[config.mk]
export PLATFORM = sky130hd
export DESIGN_NAME = proc_trace_fifo
export DESIGN_NICKNAME = d
export VERILOG_FILES = /design/src/rtl/proc_trace_pkg.sv /design/src/rtl/proc_trace_fifo.sv
export SDC_FILE = /design/constraint.sdc
export NUM_CORES = 1
export LEC_CHECK = 0
export BUFFER_PORTS_ARGS = -buffer_cell sky130_fd_sc_hd__buf_2
export CAP_MARGIN = 20
export CORE_UTILIZATION = 32
export CTS_CLUSTER_SIZE = 12
export DETAILED_ROUTE_END_ITERATION = 8
export PLACE_DENSITY = 0.51
export SLEW_MARGIN = 25
export SYNTH_ARGS = -nofsm -noshare
export SYNTH_HDL_FRONTEND = slang
export SYNTH_SLANG_ARGS = --single-unit
[constraint.sdc]
create_clock -name clk -period 4.4 [get_ports clk]
set_input_delay 0 -clock clk [delete_from_list [all_inputs] [get_ports clk]]
set_output_delay 0 -clock clk [all_outputs]
set_load 0.02 [all_outputs]
[src/rtl/proc_trace_pkg.sv]
// rtl/proc_trace_pkg.sv - shared types for the processor trace checker
package proc_trace_pkg;

   // Stored entry widths; the checker's AW/DW must not exceed these.
   localparam int TRACE_AW = 32;
   localparam int TRACE_DW = 32;

   typedef enum logic [1:0] {
      ERR_NONE    = 2'd0,
      ERR_ADDR    = 2'd1,
      ERR_DATA    = 2'd2,
      ERR_TIMEOUT = 2'd3
   } err_code_t;

   typedef enum logic [1:0] {
      ST_IDLE = 2'd0,
      ST_RUN  = 2'd1,
      ST_PASS = 2'd2,
      ST_FAIL = 2'd3
   } state_t;

   typedef struct packed {
      logic [TRACE_AW-1:0] addr;
      logic [TRACE_DW-1:0] data;
      logic                dc;
   } trace_entry_t;

endpackage

[src/rtl/proc_trace_fifo.sv]
// rtl/proc_trace_fifo.sv - circular FIFO of expected trace entries
module proc_trace_fifo
   import proc_trace_pkg::*;
#(
   parameter int DEPTH = 16
) (
   input  logic                     clk,
   input  logic                     rst,
   input  logic                     push,
   input  logic                     pop,
   input  trace_entry_t             wr_entry,
   output trace_entry_t             rd_entry,
   output logic                     push_acc,
   output logic                     full,
   output logic                     empty,
   output logic [$clog2(DEPTH):0]   count
);

   localparam int PW = $clog2(DEPTH);

   trace_entry_t   mem [DEPTH];
   logic [PW-1:0]  wr_ptr;
   logic [PW-1:0]  rd_ptr;
   logic           pop_acc;

   assign full     = (count == (PW+1)'(DEPTH));
   assign empty    = (count == '0);
   assign pop_acc  = pop && !empty;
   // A full FIFO still takes a push when the head leaves in the same cycle.
   assign push_acc = push && (!full || pop_acc);
   assign rd_entry = mem[rd_ptr];

   always_ff @(posedge clk) begin
      if (push_acc) begin
         mem[wr_ptr] <= wr_entry;
      end
   end

   always_ff @(posedge clk) begin
      if (rst) begin
         wr_ptr <= '0;
         rd_ptr <= '0;
         count  <= '0;
      end else begin
         if (push_acc) begin
            wr_ptr <= wr_ptr + 1'b1;
         end
         if (pop_acc) begin
            rd_ptr <= rd_ptr + 1'b1;
         end
         case ({push_acc, pop_acc})
            2'b10:   count <= count + 1'b1;
            2'b01:   count <= count - 1'b1;
            default: count <= count;
         endcase
      end
   end

endmodule

==> results_dict.tcl, run 1 <==
set metrics [dict create \
    cts_num_sinks 1057 \
    grt_pass1_wl_um 138000 \
    drtIter0Drc 1451 \
    finalPower_mw 23.9 \
    final_cell_mix "1040 x edfxtp_1, 260 x mux4_2, 141 x buf_2, 130 x a22oi_1, 112 x clkbuf_16" \
    initial_core_util_pct 32.5 \
    synth_top_cell_by_area "edfxtp_1" \
    grtUsageTotal_pct 14.9 \
    design_area_um2 46800 \
    cts_tree "built" \
    p_leak_nw 14.6 \
    critPathKind "reg -> out" \
    required_ns 4.40 \
    synth_warnings 0 \
    min_period_ns 3.21 \
    insertion_delay_ns 0.68 \
    synth_edf_count 1040 \
    ir_drop_v 0.000369 \
    synth_area_um2 39800 \
    synth_seq_cells 1057 \
    area_growth_pct 17.6 \
    hold_violations 0 \
    post-cts-setup-buffers 0 \
    ys_seq_area_share_pct 79.4 \
    setup_tns_ns 0 \
    crit_arrival_ns 3.21 \
    port-buffer-count 141 \
    cts_buffer_depth 3 \
    coreArea_um2 123000 \
    routed-via-count 18484 \
    final.period_utilization_pct 72.9 \
    postSynth.asyncResetShare_pct 0 \
    routedWlPerCell_um 25.4 \
    final_common_cell "edfxtp_1" \
    grt_overflow_total 0 \
    fin_util_pct 38.2 \
    gp_congestion 0.720 \
    antenna_left 0 \
    dieArea_um2 126000 \
    cp-end-kind "output port" \
    p_per_area_nw_per_um2 510 \
    grt_pass1_vias 19797 \
    dpl_cell_area_um2 42900 \
    path_clk_slew_ns 0.06 \
    drv_cap 0 \
    slew_viol_final 0 \
    syn-instance-count 1710 \
    outcome "finished, final reports clean" \
    dpl.hpwl_um 54400 \
    io_pins 142 \
    hold_path.class "in -> reg" \
    skew_ns 0.0242 \
    setup_viol 0 \
    timing.fmax_mhz 312 \
    vias_per_cell 5.01 \
    drcViolationCount 0 \
    cp_max_fo 34 \
    dr.pass1.iters 5 \
    synth_cell_types 43 \
    rsz0062_at_grt "false" \
    grt_max_degree 66 \
    slew_headroom_pct 31.3 \
    die_h_um 355 \
    antenna_found_initial 8 \
    h-tree-depth 3 \
    ys.flop_type "edfxtp_1" \
    die_x_um 355 \
    synth_fp_nets 1788 \
    num_rows 128 \
    synth_top_area_share_pct 78.5 \
    avgSynthCellArea_um2 23.3 \
    clockRootBuffer "clkbuf_16" \
    nets 2069 \
    tightest_slew_ns 1.03 \
    layout-drive-gt1-share_pct 29.6 \
    yosys-top-cells-area "edfxtp_1 79%, mux4_2 15%, a22oi_1 2.5%, dfxtp_1 0.86%, nand2_1 0.61%" \
    routed_wirelength_um 93800 \
    cts_buffers 108 \
    start_kind "register" \
]
## synthesized netlist by cell type (2+ instances only)
library cell,number
and2_1,13
edfxtp_1,1040
o2111ai_1,2
nor3b_1,3
o211ai_1,2
mux2i_1,4
nor3_1,5
and3_1,4
o41ai_1,2
mux4_2,260
dfxtp_1,17
inv_1,11
nand2_1,65
xor2_1,2
nor2_1,13
clkbuf_1,55
nand2b_1,5
buf_1,7
o21a_1,4
a22oi_1,130
buf_2,28
xnor2_1,2
o21ai_2,2
ha_1,8
or2_2,2
o21ai_0,2
nor2b_1,3
nand3_1,4
## critical path, stage by stage, from the launching register on
cell,delay [ns]
dfxtp_4,0.72
buf_12,0.35
buf_12,0.26
mux4_2,0.52
a22oi_1,0.33
nand2_1,0.09
buf_2,0.17
## kinds of logic (layout without fill, tap and decap cells)
| logic type | Yosys count | in the layout | share of synthesized area [%] |
|---|---|---|---|
| flip-flops | 1057 | 1057 | 79.4 |
| multiplexers | 264 | 264 | 14.8 |
| AO/OA/AOI/OAI | 151 | 151 | 2.89 |
| AND/OR/NAND/NOR | 122 | 122 | 1.44 |
| buffers and inverters | 103 | 459 | 1.08 |
| adder cells (fa/ha/maj) | 9 | 9 | 0.302 |
| XOR/XNOR | 4 | 4 | 0.0881 |
| other | 0 | 2 | 0 |
## sequential cells by signal (all words and copies together) (netlist names), named ones only
name	count
rd_ptr	4
mem	1040
count	5
wr_ptr	4
## what timing repair did
item                                   in CTS  in global routing
endpoints found under the hold margin    1057                  0
resized for setup                           0                  0
hold buffers                               69                  0
## power breakdown
group / internal, mW / switching [mW] / total (mW)
Combinational: 1.78 / 2.27 / 4.06
Sequential: 11.3 / 0.173 / 11.5
Clock: 4.68 / 3.64 / 8.32
Total: 17.8 / 6.08 / 23.9
## area by class of cell
class	count	area (µm²)
flip-flops and latches	1057	31600
inverters	12	45.0
clock buffers	145	2930
repair buffers	262	2100
clock inverters	40	240
fillers	10962	75700
well taps	1625	2030
diodes	2	5.00
multi-input cells	550	7850
## layer usage
layer | wire (µm) | global-route usage (%)
met2 | 44900 | 23.8
met3 | 5370 | 3.11
met1 | 41900 | 21.0
met5 | 68 | 0
met4 | 1520 | 3.45
## path summary, 6_finish.rpt
kind / slack [ns] / depth (start not counted) / endpoint / start
setup / recovery: 1.19 / 6 / rd_entry[22] / register
hold / removal: 0.24 / 3 / rd_ptr[0]$_SDFFE_PP0N_ / rst
setup reg to reg: 1.49 / 5 / mem[9][62]$_DFFE_PP_ / count[0]$_SDFFE_PP0P_
hold reg to reg: 0.55 / 2 / count[3]$_SDFFE_PP0P_ / count[3]$_SDFFE_PP0P_
## per-stage QoR
| stage | hold WS [ns] | setup slack, ns | cells |
|---|---|---|---|
| global route | 0.250 | 0.943 | 3691 |
| global placement | 0.364 | 1.62 | 3422 |
| floorplan | 0.0989 | 1.18 | 1710 |
| CTS | 0.202 | 1.05 | 3691 |
| finish | 0.240 | 1.19 | 3693 |
| detailed placement | 0.383 | 1.48 | 3437 |
Power figures use the tool's default switching activity.
==> inputs of run 2 (changes only) <==
Clock period 4.4 ns to 3.08 ns, I/O delays scaled along.
==> results_dict.tcl, run 2 (synthesis results as in run 1) <==
set metrics [dict create \
    skew_ns 0.0295 \
    grt_pass1_vias 19990 \
    critPathKind "reg -> out" \
    power_frac_clock_pct 35.8 \
    combPwrFrac_pct 17.1 \
    dr.pass1.iters 5 \
    final.period_utilization_pct 95.1 \
    dieArea_um2 126000 \
    largest_reg_flops 1040 \
    port-buffer-count 141 \
    routed_wirelength_um 95800 \
    slew_viol_final 0 \
    cts_buffers 112 \
    switching_share_pct 25.6 \
    path_clk_slew_ns 0.06 \
    grt_pass1_wl_um 141000 \
    hold_path.class "in -> reg" \
    whs_ns 0.210 \
    reg.largest.list "mem: 1040 flops, count: 5 flops" \
    rsz0062_at_grt "false" \
    vias_per_cell 5.00 \
    outcome "finished, final reports clean" \
    layout-drive-gt1-share_pct 30.8 \
    num_rows 128 \
    cp_max_fo 28 \
    insertion_delay_ns 0.69 \
    h-tree-depth 3 \
    fill_cells 10922 \
    required_ns 3.08 \
    crit_path_frequent_cell "buf_12" \
    clockRootBuffer "clkbuf_16" \
    routedWlPerCell_um 25.6 \
    cts_buffer_depth 3 \
    antenna_found_initial 10 \
    crit_path_max_incr_delay_ns 0.53 \
    crit_arrival_ns 2.93 \
    die_h_um 355 \
    ir_drop_v 0.000555 \
    p_int_mw 25.8 \
    setup_viol 0 \
    dpl_cell_area_um2 43200 \
    regArea_um2 31600 \
    p_sw_mw 8.84 \
    nets 2100 \
    p_per_area_nw_per_um2 732 \
    setup_tns_ns 0 \
    ctsResizeCount 0 \
    io_pins 142 \
    timing.fmax_mhz 341 \
    path_cells "buf_12 > buf_12 > buf_12 > mux4_2 > a22oi_1 > nand2_1 > buf_2" \
    routed-via-count 18685 \
    finalPower_mw 34.6 \
    dpl.hpwl_um 55100 \
    slew_headroom_pct 43.7 \
    cts_num_sinks 1057 \
    drtIter0Drc 1761 \
    area_growth_pct 18.8 \
    final_common_cell "edfxtp_1" \
    largest-register "mem" \
    p_seq_share_pct 47.1 \
    design_area_um2 47300 \
    gp_congestion 0.736 \
    grt_overflow_total 0 \
    drv_cap 0 \
    grt_max_degree 59 \
    multiInputGateArea_um2 7850 \
    start_kind "register" \
    drcViolationCount 0 \
    tightest_slew_ns 0.845 \
    grtUsageTotal_pct 15.3 \
    cp_slowest_cell "mux4_2" \
    antenna_left 0 \
    initial_core_util_pct 32.5 \
    final_cell_mix "1040 x edfxtp_1, 260 x mux4_2, 141 x buf_2, 130 x a22oi_1, 113 x clkbuf_16" \
    cts_tree "built" \
    coreArea_um2 123000 \
    die_x_um 355 \
    cp-end-kind "output port" \
    hold_violations 0 \
    min_period_ns 2.93 \
    p_leak_nw 14.8 \
]
[run 2: cell count changes in the layout (fill, tap and decap cells not counted), moves of 3 or more]
cell      previous run  this run
clkinv_2            10        13
buf_4               27        48
clkinv_1            23        36
inv_8                0         3
clkbuf_1            33        24
buf_12              23        31
[run 2: path summary, 6_finish.rpt]
kind,startpoint,to,slack [ns],depth (start not counted)
worst min register to register,count[3]$_SDFFE_PP0P_,count[3]$_SDFFE_PP0P_,0.53,2
worst max register to register,count[0]$_SDFFE_PP0P_,mem[9][18]$_DFFE_PP_,0.25,5
worst max-delay path,register,rd_entry[40],0.15,7
worst min-delay path,rst,rd_ptr[0]$_SDFFE_PP0N_,0.21,3
[run 2: power by group through the flow]
stage                     registers [mW]  clock network (mW)  logic, mW
after floorplan                     16.6                   0       3.94
after global placement              16.6                   0       5.86
after detailed placement            16.6                   0       5.92
after CTS                           16.3                12.7       6.08
after global routing                16.3                13.3       6.39
final                               16.3                12.4       5.91
[run 2: what timing repair did]
item                        CTS  global route
hold buffers                 69             0
setup endpoints to repair    21             0
setup buffers                 2             0
hold endpoints to repair   1057             0
[run 2: cell type report]
cell class / instances / area share (%)
clock buffers: 137 / 6.17
repair buffers: 289 / 5.03
diodes: 2 / 0.0106
inverters: 12 / 0.0953
multi-input cells: 550 / 16.6
clock inverters: 62 / 0.964
flip-flops and latches: 1057 / 66.8
well taps: 1625 / 4.30
[run 2: critical path, delay by kind of cell (launching register included)]
kind / cells / cell delay, ns
buffers and inverters: 4 / 0.84
flip-flops: 1 / 0.41
AO/OA/AOI/OAI: 1 / 0.19
multiplexers: 1 / 0.53
AND/OR/NAND/NOR: 1 / 0.21
[run 2: layer usage]
layer	vias up	global-route usage, %	wire [µm]
met5	-	0	61
met4	10	3.69	1540
met3	123	2.37	4100
met2	450	23.9	45400
met1	10149	22.4	44700
li1	7953	-	-
[run 2: per-stage QoR]
| stage | std cells | worst slack, ns | util [%] |
|---|---|---|---|
| 5_1_grt | 3732 | 0.0207 | 38.6 |
| 2_1_floorplan | 1710 | 0.494 | - |
| 4_1_cts | 3732 | 0.0636 | 38.6 |
| 6_report | 3734 | 0.149 | 38.6 |
| 3_3_place_gp | 3462 | 0.343 | 35.2 |
| 3_5_place_dp | 3462 | 0.200 | 35.2 |
==> inputs of run 3 (changes only) <==
==> constraint.sdc (replaced) <==
create_clock -name clk -period 3.08 [get_ports clk]
set_input_delay 0 -clock clk [delete_from_list [all_inputs] [get_ports clk]]
set_output_delay 0 -clock clk [all_outputs]
set_load 0.05 [all_outputs]
==> results_dict.tcl, run 3 (synthesis results as in run 1) <==
set metrics [dict create \
    reg.largest.list "mem: 1040 flops, count: 5 flops" \
    slew_viol_final 0 \
    tightest_slew_ns 1.01 \
    grt_max_degree 69 \
    grt_pass1_vias 20306 \
    hold_path.class "in -> reg" \
    clockRootBuffer "clkbuf_16" \
    place_inst 3466 \
    setup_tns_ns 0 \
    required_ns 3.08 \
    cp-end-kind "output port" \
    die_x_um 355 \
    start_kind "register" \
    cts_num_sinks 1057 \
    finalPower_mw 35.0 \
    port-buffer-count 141 \
    routedWlPerCell_um 25.6 \
    insertion_delay_ns 0.70 \
    antenna_found_initial 10 \
    drv_cap 0 \
    cts_tree "built" \
    skew_ns 0.0408 \
    grt_overflow_total 0 \
    p_per_area_nw_per_um2 742 \
    regToRegStartpoint "count[3]$_SDFFE_PP0P_" \
    vias_per_cell 5.03 \
    min-delay-start "rst" \
    cts_buffer_depth 3 \
    hold_violations 0 \
    drtIter0Drc 1573 \
    slew_headroom_pct 32.7 \
    initial_core_util_pct 32.5 \
    rsz0062_at_grt "false" \
    layout-drive-gt1-share_pct 30.5 \
    largest-register "mem" \
    min_period_ns 2.88 \
    rr_worst_depth 8 \
    p_leak_nw 14.8 \
    num_rows 128 \
    r2r-end "count[4]$_SDFFE_PP0P_" \
    grtUsageTotal_pct 15.3 \
    dpl.hpwl_um 54700 \
    path_clk_slew_ns 0.06 \
    hold_depth 3 \
    h-tree-depth 3 \
    grt_pass1_wl_um 141000 \
    timing.fmax_mhz 347 \
    critPathKind "reg -> out" \
    coreArea_um2 123000 \
    crit_arrival_ns 2.88 \
    outcome "finished, final reports clean" \
    holdPathEnd "wr_ptr[1]$_SDFFE_PP0P_" \
    gp_congestion 0.742 \
    final_common_cell "edfxtp_1" \
    fin_util_pct 38.5 \
    rrSetupSlack_ns 0.31 \
    routed_wirelength_um 95500 \
    final.period_utilization_pct 93.6 \
    die_h_um 355 \
    routed-via-count 18755 \
    cp_max_fo 22 \
    io_pins 142 \
    ir_drop_v 0.000552 \
    dieArea_um2 126000 \
    cts_buffers 107 \
    fill_cells 10922 \
    final_cell_mix "1040 x edfxtp_1, 260 x mux4_2, 141 x buf_2, 130 x a22oi_1, 107 x clkbuf_16" \
    drcViolationCount 0 \
    dr.pass1.iters 5 \
    largest_reg_flops 1040 \
    area_growth_pct 18.5 \
    setup_viol 0 \
    antenna_left 0 \
    nets 2101 \
    fin_cells 3726 \
]
## run 3: worst max-delay path, stage by stage (launching register included)
cell	delay [ns]
dfxtp_4	0.36
buf_4	0.16
buf_12	0.23
buf_4	0.18
mux4_2	0.49
a22oi_1	0.39
nand2_1	0.12
buf_2	0.23
## run 3: how the worst max path moves through the flow
stage	from	to	slack, ns	depth (start not counted)
finish	register	rd_entry[62]	0.20	7
global route	register	rd_entry[62]	0.06	7
CTS	register	rd_entry[18]	0.1	7
detailed placement	count[0]$_SDFFE_PP0P_	mem[12][24]$_DFFE_PP_	0.34	5
global placement	count[0]$_SDFFE_PP0P_	mem[13][27]$_DFFE_PP_	0.41	5
floorplan	count[0]$_SDFFE_PP0P_	mem[10][0]$_DFFE_PP_	0.32	5
## run 3: where the power goes
group          total, mW  leakage [nW]  switching, mW  internal, mW
clock               11.8          1.50           5.27          6.54
combinational       6.88          3.73           4.18          2.70
sequential          16.3          9.53          0.135          16.1
## run 3: what timing repair did
action | 4_1_cts | 5_1_grt
resized for setup | 2 | 0
hold buffers | 69 | 0
hold endpoints to repair | 1057 | 0
setup buffers | 4 | 0
setup endpoints to repair | 14 | 0
## run 3: layout make-up
cell class	count	area (µm²)	share of cell area (%)
well taps	1625	2030	4.31
clock buffers	142	2810	5.96
clock inverters	41	310	0.658
diodes	4	10.0	0.0212
inverters	12	45.0	0.0955
flip-flops and latches	1057	31600	67.0
repair buffers	295	2520	5.34
multi-input cells	550	7850	16.6
## run 3: through the flow
stage               instance area, µm²  hold WS, ns  setup WS [ns]
floorplan                        39800       0.0989          0.318
global placement                 43300        0.345          0.412
detailed placement               43300        0.367          0.343
CTS                              47100        0.155         0.0975
global route                     47100        0.234         0.0596
finish                           47200        0.216          0.198
## run 3: per-layer routing
metal | wire (µm) | global-route usage, % | up-vias
li1 | - | - | 7953
met1 | 43500 | 22.0 | 10142
met2 | 45500 | 24.2 | 545
met3 | 5140 | 2.56 | 107
met4 | 1380 | 3.50 | 8
met5 | 49 | 0 | -
